--- src/rtl/fp16_acc_sequencer.sv ---
// ---------------------------------------------------------------------------
// fp16_acc_sequencer
//
// Purpose:
//   Initiator side of the fp16_adder start/valid/clear handshake. Takes a
//   stream of FP16 operands that make up one vector (terminated by in_last)
//   and folds them into a running sum. Each operand after the first costs
//   one addition on the external adder. The final sum is then offered
//   downstream. Used for neuron dot-product reduction between the NPU
//   operand buffer and the adder.
//
// Parameters:
//   GAP_CYCLES     - idle cycles after add_clear before the next add_start (0 ok)
//   TIMEOUT_CYCLES - max cycles waiting for add_valid before abort (>=1)
//   CNT_W          - width of the saturating element counter
//
// Ports:
//   clk, reset_b           - rising-edge clock, asynchronous active-low reset
//   in_valid/in_ready      - operand handshake; in_data FP16 operand, in_last ends vector
//   out_valid/out_ready    - result handshake; out_data FP16 sum
//   out_count              - elements accepted for this vector (saturating)
//   err_timeout            - sticky flag, an addition timed out (cleared by reset only)
//   add_start, add_clear   - control pulses to fp16_adder
//   add_a, add_b           - adder operands (held stable while waiting)
//   add_result, add_valid  - adder response
//
// Optional feature (macro FP16_ACC_ZERO_SKIP_EN):
//   When defined, a +/-0 operand arriving after the first element skips the
//   adder entirely; the accumulator is left alone and the count still moves.
// ---------------------------------------------------------------------------
module fp16_acc_sequencer #(
  parameter int GAP_CYCLES     = 2,
  parameter int TIMEOUT_CYCLES = 64,
  parameter int CNT_W          = 8
) (
  input  logic             clk,
  input  logic             reset_b,
  input  logic             in_valid,
  output logic             in_ready,
  input  logic [15:0]      in_data,
  input  logic             in_last,
  output logic             out_valid,
  input  logic             out_ready,
  output logic [15:0]      out_data,
  output logic [CNT_W-1:0] out_count,
  output logic             err_timeout,
  output logic             add_start,
  output logic             add_clear,
  output logic [15:0]      add_a,
  output logic [15:0]      add_b,
  input  logic [15:0]      add_result,
  input  logic             add_valid
);

  localparam int TMO_W = $clog2(TIMEOUT_CYCLES + 1);
  localparam int GAP_W = (GAP_CYCLES > 0) ? $clog2(GAP_CYCLES + 1) : 1;

  typedef enum logic [2:0] {
    EMPTY,
    HAVE_ACC,
    START,
    WAIT,
    CLEAR,
    GAP,
    DONE
  } stateT;

  stateT            state_q, state_d;
  logic [15:0]      acc_q, acc_d;
  logic [15:0]      opnd_q, opnd_d;
  logic             lastPend_q, lastPend_d;
  logic [CNT_W-1:0] count_q, count_d;
  logic [TMO_W-1:0] tmo_q, tmo_d;
  logic [GAP_W-1:0] gap_q, gap_d;
  logic             err_q, err_d;
  logic             rdy_q;

  logic             xfer;
  logic [CNT_W-1:0] countInc;
  stateT            postGap;

  // rdy_q keeps in_ready low while reset is held, so every output reads 0
  // during reset even though EMPTY is normally a ready state.
  assign xfer     = in_valid & in_ready;
  assign countInc = (&count_q) ? count_q : count_q + 1'b1;
  assign postGap  = lastPend_q ? DONE : HAVE_ACC;

  assign out_data    = acc_q;
  assign out_count   = count_q;
  assign err_timeout = err_q;
  assign add_a       = acc_q;
  assign add_b       = opnd_q;

  // State and datapath registers; everything returns to zero / EMPTY on reset.
  always_ff @(posedge clk or negedge reset_b) begin
    if (!reset_b) begin
      state_q    <= EMPTY;
      acc_q      <= '0;
      opnd_q     <= '0;
      lastPend_q <= 1'b0;
      count_q    <= '0;
      tmo_q      <= '0;
      gap_q      <= '0;
      err_q      <= 1'b0;
      rdy_q      <= 1'b0;
    end else begin
      state_q    <= state_d;
      acc_q      <= acc_d;
      opnd_q     <= opnd_d;
      lastPend_q <= lastPend_d;
      count_q    <= count_d;
      tmo_q      <= tmo_d;
      gap_q      <= gap_d;
      err_q      <= err_d;
      rdy_q      <= 1'b1;
    end
  end

  // Next-state and output decode. The accumulator only changes on the first
  // operand or when the adder answers; a timeout drops the operand.
  always_comb begin
    state_d    = state_q;
    acc_d      = acc_q;
    opnd_d     = opnd_q;
    lastPend_d = lastPend_q;
    count_d    = count_q;
    tmo_d      = tmo_q;
    gap_d      = gap_q;
    err_d      = err_q;
    in_ready   = 1'b0;
    out_valid  = 1'b0;
    add_start  = 1'b0;
    add_clear  = 1'b0;

    case (state_q)
      EMPTY: begin
        in_ready = rdy_q;
        if (xfer) begin
          acc_d   = in_data;
          count_d = CNT_W'(1);
          state_d = in_last ? DONE : HAVE_ACC;
        end
      end
      HAVE_ACC: begin
        in_ready = rdy_q;
        if (xfer) begin
          count_d    = countInc;
          lastPend_d = in_last;
`ifdef FP16_ACC_ZERO_SKIP_EN
          if (in_data[14:0] == 15'd0) begin
            state_d = in_last ? DONE : HAVE_ACC;
          end else begin
            opnd_d  = in_data;
            state_d = START;
          end
`else
          opnd_d  = in_data;
          state_d = START;
`endif
        end
      end
      START: begin
        add_start = 1'b1;
        tmo_d     = '0;
        state_d   = WAIT;
      end
      WAIT: begin
        if (add_valid) begin
          acc_d   = add_result;
          state_d = CLEAR;
        end else if (tmo_q == TMO_W'(TIMEOUT_CYCLES - 1)) begin
          err_d   = 1'b1;
          state_d = CLEAR;
        end else begin
          tmo_d = tmo_q + 1'b1;
        end
      end
      CLEAR: begin
        add_clear = 1'b1;
        gap_d     = '0;
        state_d   = (GAP_CYCLES > 0) ? GAP : postGap;
      end
      GAP: begin
        if (gap_q == GAP_W'(GAP_CYCLES - 1)) begin
          state_d = postGap;
        end else begin
          gap_d = gap_q + 1'b1;
        end
      end
      DONE: begin
        out_valid = 1'b1;
        if (out_ready) begin
          count_d = '0;
          state_d = EMPTY;
        end
      end
      default: state_d = EMPTY;
    endcase
  end

endmodule

--- config.mk ---
export PLATFORM = sky130hd
export DESIGN_NAME = fp16_acc_sequencer
export DESIGN_NICKNAME = d
export VERILOG_FILES = /design/src/rtl/fp16_acc_sequencer.sv
export SDC_FILE = /design/constraint.sdc
export NUM_CORES = 1
export LEC_CHECK = 0
export ABC_AREA = 1
export CORE_ASPECT_RATIO = 0.75
export CORE_MARGIN = 3
export CORE_UTILIZATION = 60
export DETAILED_ROUTE_END_ITERATION = 8
export DONT_BUFFER_PORTS = 1
export PLACE_DENSITY = 0.76
export SYNTH_ARGS = -nofsm -noshare
export SYNTH_HDL_FRONTEND = slang
export SYNTH_SLANG_ARGS = --single-unit
--- constraint.sdc ---
create_clock -name clk -period 3.55 [get_ports clk]
set_input_delay 0.355 -clock clk [delete_from_list [all_inputs] [get_ports clk]]
set_output_delay 0.355 -clock clk [all_outputs]
set_load 0.02 [all_outputs]
# Word level (Yosys, flattened, before mapping)
# Cells that the tools add are included.
# word_totals
latchBits	0
romBits	0
regBits	55
word_cells	72
n_memories	0
ram_bits	0
# op_classes
shift	0
mux	26
mul	0
reduce_logical	14
magnitude_cmp	0
bitwise	2
div_mod_pow	0
addsub	3
eq_ne	18
# op_table
op	n
$mux W16	2
$mux W8	4
$pmux W16 S2	1
$mux W3	8
$pmux W8 S3	1
$pmux W3 S7	1
$ne A2 B2 Y1 const B	9
$mux W7	2
$pmux W7 S2	1
$reduce_and A5 Y1	2
$eq A3 B3 Y1 const B	3
$reduce_and A3 Y1	3
$add A8 B1 Y8 const B	1
$reduce_and A8 Y1	1
$add A7 B1 Y7 const B	1
$eq A7 B6 Y1 const B	1
$eq A3 B2 Y1 const B	2
$reduce_bool A2 Y1	3
$mux W1	4
$pmux W2 S2	1
$reduce_and A2 Y1	2
$eq A3 B1 Y1 const B	1
$logic_not A3 Y1	1
$ne A3 B3 Y1 const B	1
7 further kinds	7

# Longest topological paths before layout
# Gate-level depths: netlist of the first run.
# depth
ltp_word	6
mapped_depth	9
ltp_nobuf	9

# Least setup slack after synthesis of the first run
# OpenSTA, ideal clock, no wires.
# synth_timing
path_type	reg-to-reg
from	register count_q[0], in the netlist out_count[0]
to	register count_q[0], in the netlist out_count[0]
arrival_time_ps	1331
path_stages_with_launch	7
path_buffers	0
path_slack_ps	2101
path_cell_list	dfrtp_1 > ha_1 > inv_1 > nor3_1 > nand3_1 > nand4_1 > nand2_1
# synth_via
elab_chain_len	4
# synth_rtl
item	line	rtl
start: declaration	72	logic [CNT_W-1:0] count_q, count_d;
start signal: assignment	111	count_q <= count_d;
$add A8 B1 Y8	85	assign countInc = (&count_q) ? count_q : count_q + 1'b1;
$mux W8	85	
$mux W8	146	if (xfer) begin
$pmux W8 S3	135	case (state_q)
# Several ways; a longest one is shown, not always the timed one. The select of a mux whose other input is x is not followed.
# A chain may end at the register's enable or synchronous reset.

# Worst setup path after layout of the first run
# layout_timing
from	register state_q[2]
to	register state_q[1]
# layout_via
elab_chain_len	6
# layout_rtl
item	line	rtl
start: declaration	68	stateT state_q, state_d;
start signal: assignment	107	state_q <= state_d;
$eq A3 B1 Y1 or $logic_not A3 Y1 (tied branches)	135	
$reduce_or A2 Y1 (no line)	-	
$mux W1	135	
$and A1 B1 Y1	84	assign xfer = in_valid & in_ready;
$ne A2 B2 Y1 (no line)	-	
$reduce_and A5 Y1 (no line)	-	
# Several ways; a longest one is shown, not always the timed one.

==> metrics, run 1 <==
result of the run=finished, final reports clean; area occupied by registers=roughly 1400 µm²; register clock-pin slew on the reported worst setup and hold paths=0.09 ns; GRT overflow=0; Routed Antenna Nets=0; final worst-path cycle share=between 50% and 60%; Cell Pwr Density=856.3 nW/µm²; kind of start point of the critical path=register; layout cells sized above 1=approximately 11%; Chip Height=68.43 µm; first-pass GRT wire length=9791 µm; Max VDD drop=between 0.0003 and 0.0004 V; Num CTS Buffers=5; FMAX=between 500 and 600 MHz; drt drc=0; Setup Buffers After CTS=0; worst path arrival time=2.00 ns; Initial DRC Count=129; H-Tree Depth=2; Area Overhead vs Synth=1.123%; multi-input combinational cell area=1287 µm²; DIE AREA=~6100 µm²; Row Count=22; DR WL/cell=13.82 µm; core area=4955 µm²; Slew @ Worst Pin=0.5442 ns; WP data required=3.75 ns; Max Slew Vio Count=0; placer congestion estimate=0.9194; CTS Sinks=55; Cells after Synth=406; final hold vios=0; syn_area_per_cell=7.680 µm²; Tmin final=1.798 ns; Slew Limit Headroom=63.59%; Routed WL=6231 µm; max-cap violations=0; Final TNS setup=0 ns; Seq/Total Area, Yosys=between 40% and 50%; Ys Warns=0; Pre-antenna DRT Iters=4; RSZ-0062 raised after global routing=no; Synth Register Bits=55; total I/O pin count=99; buffers added on ports=0; Via density=approximately 5.3; Total Routing Usage GR=20.60%; Leak=~1.6 nW; hold slack=0.1982 ns; CTS tree=built; clk buf depth=2; post-synth cell types=26; Vias=2380; CP endpoint kind=register; Final Setup Violations=0; Initial Utilization=between 60% and 70%; mapped cell area=3118 µm²; Die X=slightly below 90 µm; Clock Latency Late Sink=0.30 ns; HPWL after DPL=4581 µm; skew final=roughly 0.0044 ns; ANT cells=0; number of global-route vias before repair=around 2100; CP max FO=37; Worst Hold Class=input port to register; largest net degree at the start of global routing=56; initial antenna violation count=0; fill count=468; layout net count=431; Syn Nets=between 400 and 500; CP Class=register to register; CTS root buffer=clkbuf_8
==> layout make-up <==
type,count,area share [%]
Clock inverter,2,1.111
Tap cell,60,2.381
Inverter,67,7.976
Sequential cell,55,43.65
Clock buffer,6,2.619
Timing Repair Buffer,3,1.429
Multi-Input combinational cell,258,40.83
==> flip-flops by register name (all words and copies together), names as in the netlist <==
name / cells
out_count: 8
add_b: 16
state_q: 3
add_a: 16
err_timeout: 1
tmo_q: 7
rdy_q: 1
lastPend_q: 1
gap_q: 2
==> what timing repair did <==
| item | in CTS | in global routing |
|---|---|---|
| endpoints found under the hold margin | 55 | 0 |
| resized for setup | 0 | 0 |
| hold buffers | 2 | 0 |
==> per-stage QoR <==
| stage | setup slack [ns] | total power [mW] | cells | cell area (µm²) | utilization, % |
|---|---|---|---|---|---|
| after floorplan | 2.101 | 2.236 | 406 | 3118 | - |
| after global placement | 1.899 | 2.246 | 441 | 2998 | 60.51 |
| after detailed placement | 1.786 | 2.277 | 441 | 2998 | 60.51 |
| after CTS | 1.751 | 2.720 | 451 | 3153 | 63.64 |
| after global routing | 1.587 | 2.904 | 451 | 3153 | 63.64 |
| final | 1.752 | 2.700 | 451 | 3153 | 63.64 |
==> path summary, 6_finish.rpt <==
path / startpoint / to / slack, ns / depth (start not counted)
setup / recovery: state_q[2] / state_q[1] / 1.75 / 8
hold / removal: in_data[14] / add_b[14] / 0.20 / 2
setup reg to reg: state_q[2] / state_q[1] / 1.75 / 8
hold reg to reg: tmo_q[1] / tmo_q[1] / 0.52 / 2
max in group asynchronous: reset_b / out_count[5] / 2.73 / 2
min in group asynchronous: reset_b / rdy_q / 0.58 / 2
==> cell usage in the layout, fill, tap and decap left out <==
cell type,count
o211ai_1,1
o21ai_1,6
nor3_1,2
o21bai_1,1
dfrtp_1,55
o21ai_2,16
nand2_1,118
inv_2,4
nand4_4,1
inv_1,63
nor3_4,1
clkinv_2,1
ha_1,3
xor2_1,5
nor2_2,3
clkbuf_8,6
nand2_2,3
o21ai_0,37
buf_4,1
nand3_1,21
nand4_1,9
conb_1,1
nand2_4,1
nor2_1,23
a21oi_1,3
dlygate4sd3_1,1
nand3_2,3
buf_16,1
bufinv_16,1
==> power by group <==
part / internal [mW] / total [mW] / leakage [nW] / switching, mW
clock: 0.228 / 0.425 / 0.0612 / 0.196
sequential: 0.855 / 1.45 / 0.705 / 0.591
combinational: 0.282 / 0.828 / 0.850 / 0.546
==> per-layer routing <==
metal	GRT usage, %	wire [µm]	vias to the layer above
li1	-	-	1213
met1	29.65	2962	1090
met2	31.62	2730	73
met3	6.137	510	4
met4	2.788	27	0
met5	0	0	-
==> cell families (layout without fill, tap and decap cells) <==
group / Yosys count / in the layout / share of synthesized area [%]
fa+ha+maj: 3 / 3 / 1.204
simple gates: 185 / 185 / 26.20
compound gates: 64 / 64 / 12.36
buf+inv: 93 / 78 / 14.57
other cells: 1 / 1 / 0.1203
xor+xnor: 5 / 5 / 1.404
flops: 55 / 55 / 44.14
==> cells in the mapped netlist (all sizes together) <==
cell type / number / area share (%)
nor3: 3 / 0.84
conb: 1 / 0.12
xor2: 5 / 1.4
o21bai: 1 / 0.24
buf: 26 / 6.5
a21oi: 3 / 0.48
o211ai: 1 / 0.24
o21ai: 59 / 11
ha: 3 / 1.2
nor2: 26 / 3.4
nand4: 10 / 2.5
nand3: 24 / 4.3
inv: 67 / 8.1
nand2: 122 / 15
dfrtp: 55 / 44
==> critical path, cell delays in order (launching register included) <==
cell     delay, ns
dfrtp_1       0.45
inv_2         0.16
nand3_2       0.15
inv_2         0.44
nand2_2       0.11
nor2_2        0.17
nor2_1        0.07
nand3_1       0.07
nand2_1       0.05
Power figures use the tool's default switching activity.
==> inputs of run 2 (changes only) <==
clock period = 1.8 ns   (was 3.55 ns; I/O delays follow)
==> metrics, run 2 (synthesized netlist as in run 1, its figures left out) <==
result of the run=finished, final reports clean; CP endpoint kind=register; Max Slew Vio Count=0; core area=around 5000 µm²; Area Overhead vs Synth=2.889%; Pre-antenna DRT Iters=4; placer congestion estimate=0.8647; Final Setup Violations=0; Post-Layout Cell Count=455; Met3 Wirelength=546 µm; worst path bufs/invs=1; number of global-route vias before repair=approximately 2200; uppermost layer routed=met4; wl on met1=3031 µm; Largest stage delay, worst path=0.45 ns; Post-Route Utilization=64.75%; multi-input combinational cell area=1287 µm²; Setup Buffers After CTS=0; CP Class=register to register; HPWL after DPL=4692 µm; Final TNS setup=0 ns; Final Power=between 5 and 6 mW; largest net degree at the start of global routing=56; r2r setup slk=about 0.18 ns; WP data required=2.01 ns; pre-CTS setup slack=0.1981 ns; Worst Hold End=lastPend_q; Row Count=22; CTS root buffer=clkbuf_8; Cell Pwr Density=between 1500 and 2000 nW/µm²; Slew Limit Headroom=60.54%; register clock-pin slew on the reported worst setup and hold paths=0.09 ns; r2r endpoint=add_b[2]; Initial DRC Count=approximately 170; DIE AREA=6107 µm²; most common cell after layout, fill and taps aside=nand2_1; placed inst area=3053 µm²; Met2 Routed Length=2758 µm; worst path arrival time=1.83 ns; drt drc=0; Via density=roughly 5.4; CTS Sinks=between 50 and 60; layout cells sized above 1=11.65%; skew final=0.003454 ns; Cells after DPL=445; fill count=about 430; Hold Crit Depth=2; slowest cell on the critical path=dfrtp_1; Chip Height=68.43 µm; clk buf depth=2; final setup margin=0.1791 ns; ANT cells=0; CP top delay family=simple AND/OR/NAND/NOR gates; total I/O pin count=99; commonest non-fill, non-tap cells in the layout=nand2_1 (118), inv_1 (63), dfrtp_1 (55), o21ai_0 (37), nor2_1 (23); GRT overflow=0; Clock Latency Late Sink=approximately 0.30 ns; post_cts resized=0; Hold Crit Start=in_last; reg2reg start=state_q[2]; final hold vios=0; DR WL/cell=14.00 µm; FMAX=roughly 620 MHz; area occupied by registers=1376 µm²; max-cap violations=0; hold slack=0.01861 ns; Vias=2438; Routed Antenna Nets=0; Leak=1.643 nW; reg2reg path depth=5; Total Routing Usage GR=21.48%; Worst Hold Class=input port to register; worst path cell trace=inv_2 -> nand2_4 -> nor3_4 -> nand2_2 -> o21ai_0; CTS tree=built; Tmin final=1.621 ns; final worst-path cycle share=90.05%; first-pass GRT wire length=10090 µm; initial antenna violation count=0; kind of start point of the critical path=register; Die X=~90 µm; CP max FO=34; Max VDD drop=0.0008871 V; layout net count=435; Routed WL=~6400 µm; H-Tree Depth=2; RSZ-0062 raised after global routing=no; Num CTS Buffers=5; Finished Cell Area=3208 µm²; Slew @ Worst Pin=about 0.59 ns; buffers added on ports=0; Initial Utilization=62.93%
-- run 2: changes by cell type in the layout (fill, tap and decap cells not counted), sizes merged --
cell	previous run	this run
buf	2	6
-- run 2: layout make-up --
type / instances / area share, %
flip-flops and latches: 55 / 42.90
multi-input cells: 258 / 40.13
inverters: 67 / 7.839
repair buffers: 7 / 3.120
clock buffers: 6 / 2.574
well taps: 60 / 2.340
clock inverters: 2 / 1.092
-- run 2: timing repair --
action | in CTS | in global routing
endpoints found under the hold margin | 55 | 0
endpoints found under the setup margin | 0 | 0
hold buffers | 2 | 0
-- run 2: worst register-to-register path: stages (launching register included) --
cell,delay [ns]
dfrtp_1,0.45
inv_2,0.16
nand2_4,0.08
nor3_4,0.14
nand2_2,0.37
o21ai_0,0.33
-- run 2: where the power goes --
group	internal [mW]	switching (mW)
combinational	0.636	1.17
sequential	1.69	1.10
clock	0.450	0.386
total	2.77	2.66
-- run 2: how the worst max path moves through the flow --
stage / start / to / slack [ns] / depth (start not counted)
after global routing: state_q[2] / add_b[7] / 0.02 / 6
after floorplan: out_count[0] / out_count[0] / 0.35 / 6
after detailed placement: state_q[2] / add_b[7] / 0.20 / 5
after global placement: state_q[1] / add_b[15] / 0.26 / 6
after CTS: state_q[2] / add_b[8] / 0.19 / 5
final: state_q[2] / add_b[2] / 0.18 / 5
-- run 2: layer usage --
layer / vias to the layer above / global-route usage, %
met3: 4 / 5.897
met4: 0 / 5.576
met1: 1116 / 30.87
li1: 1224 / -
met2: 94 / 32.08
met5: - / 0
==> inputs of run 3 (changes only) <==
clock period = 1.6 ns   (was 1.8 ns; I/O delays follow)
==> metrics, run 3 (synthesized netlist as in run 1, its figures left out) <==
HPWL after DPL=4868 µm; Cell Pwr Density=1859 nW/µm²; clk buf depth=2; max-cap violations=0; reg2reg path depth=6; Row Count=22; Final Power=just over 6 mW; Met3 Wirelength=between 500 and 600 µm; Via density=roughly 5.3; sw frac=49.55%; Vias=2489; r2r endpoint=state_q[0]; Die X=slightly below 90 µm; worst path cell trace=nor2_1 -> buf_4 -> nand2_1 -> inv_2 -> buf_4; reg2reg start=state_q[2]; CTS tree=built; Worst path depth=5; final worst-path cycle share=~95%; Clock Latency Late Sink=0.31 ns; placer congestion estimate=~0.9; final setup margin=around 0.073 ns; Chip Height=68.43 µm; Worst Hold Class=input port to register; CP Class=register to primary output; register clock-pin slew on the reported worst setup and hold paths=roughly 0.09 ns; total I/O pin count=99; Comb pwr share=36.8%; CP top delay family=flip-flops; core area=around 5000 µm²; CP endpoint kind=primary output; number of global-route vias before repair=2282; most common cell after layout, fill and taps aside=nand2_1; r2r setup slk=0.11 ns; Max Slew Vio Count=0; ANT cells=0; Leak=1.696 nW; RSZ-0062 raised after global routing=no; worst path bufs/invs=3; first-pass GRT wire length=10320 µm; DIE AREA=6107 µm²; most used cell, CP=buf_4; Num CTS Buffers=5; slowest cell on the critical path=dfrtp_2; Initial DRC Count=192; Post-Route Utilization=66.67%; Setup crit start=state_q[1]; Area Overhead vs Synth=5.939%; Pre-antenna DRT Iters=5; pre-CTS setup slack=about 0.084 ns; buffers added on ports=0; drt drc=0; Max VDD drop=0.0009407 V; WP data required=1.44 ns; Final TNS setup=0 ns; Met2 Routed Length=about 2900 µm; part of the power in the clock network=roughly an eighth; layout cells sized above 1=16.38%; Tmin final=1.527 ns; CTS Sinks=55; Int Power=just over 3 mW; hold slack=slightly above 0.01 ns; final hold vios=0; DR WL/cell=roughly 14 µm; uppermost layer routed=met4; commonest non-fill, non-tap cells in the layout=nand2_1 (118), inv_1 (61), dfrtp_1 (52), o21ai_0 (37), nor2_1 (23); skew final=0.01112 ns; kind of start point of the critical path=register; Routed Antenna Nets=0; GRT overflow=0; layout net count=450; Routed WL=between 6000 and 7000 µm; FMAX=654.8 MHz; Final Setup Violations=0; Setup crit end=add_clear; initial antenna violation count=0; Reg power frac=between 50% and 60%; result of the run=finished, final reports clean; worst path arrival time=1.37 ns; CP max FO=6; CTS root buffer=clkbuf_8; Initial Utilization=62.93%; H-Tree Depth=2; wl on met1=3078 µm; NetSw=3.042 mW; Total Routing Usage GR=~22%; largest net degree at the start of global routing=between 50 and 60; Largest stage delay, worst path=between 0.4 and 0.5 ns
## run 3: area by class of cell
type	instances	area, µm²
flip-flops and latches	55	1380
clock inverters	1	5.005
multi-input cells	258	1303
well taps	60	75.07
repair buffers	22	203.9
fillers	433	1652
inverters	67	254.0
clock buffers	6	82.58
## run 3: timing repair
item | CTS | global route
hold endpoints to repair | 55 | 0
hold buffers | 2 | 0
setup buffers | 0 | 3
gates resized for setup | 0 | 10
setup endpoints to repair | 0 | 29
## run 3: per-stage QoR
stage | instances | instance area [µm²]
6_report | 469 | 3303
5_1_grt | 469 | 3303
4_1_cts | 466 | 3256
3_5_place_dp | 457 | 3131
3_3_place_gp | 457 | 3131
2_1_floorplan | 406 | 3118
## run 3: how the worst min path moves through the flow
stage | from | cells after the start | endpoint | slack [ns]
2_1_floorplan | reset_b | 0 | add_a[0] | -0.14
3_3_place_gp | reset_b | 0 | out_count[3] | -0.13
3_5_place_dp | reset_b | 0 | out_count[3] | -0.13
4_1_cts | in_data[14] | 2 | add_b[14] | 0.005
5_1_grt | in_data[14] | 2 | add_b[14] | 0.008
6_report | in_data[14] | 2 | add_b[14] | 0.01
## run 3: power groups by stage
stage	combinational (mW)	clock, mW	sequential (mW)
floorplan	2.14	0	2.82
global placement	2.04	0	3.13
detailed placement	2.12	0	3.14
CTS	2.16	0.797	3.12
global route	2.57	0.851	3.20
finish	2.26	0.776	3.11
## run 3: metal layers
metal  up-vias  track usage (%)
met5         -                0
met4         0            7.621
met3         6            6.378
met2        97            32.54
met1      1127            31.32
li1       1259                -
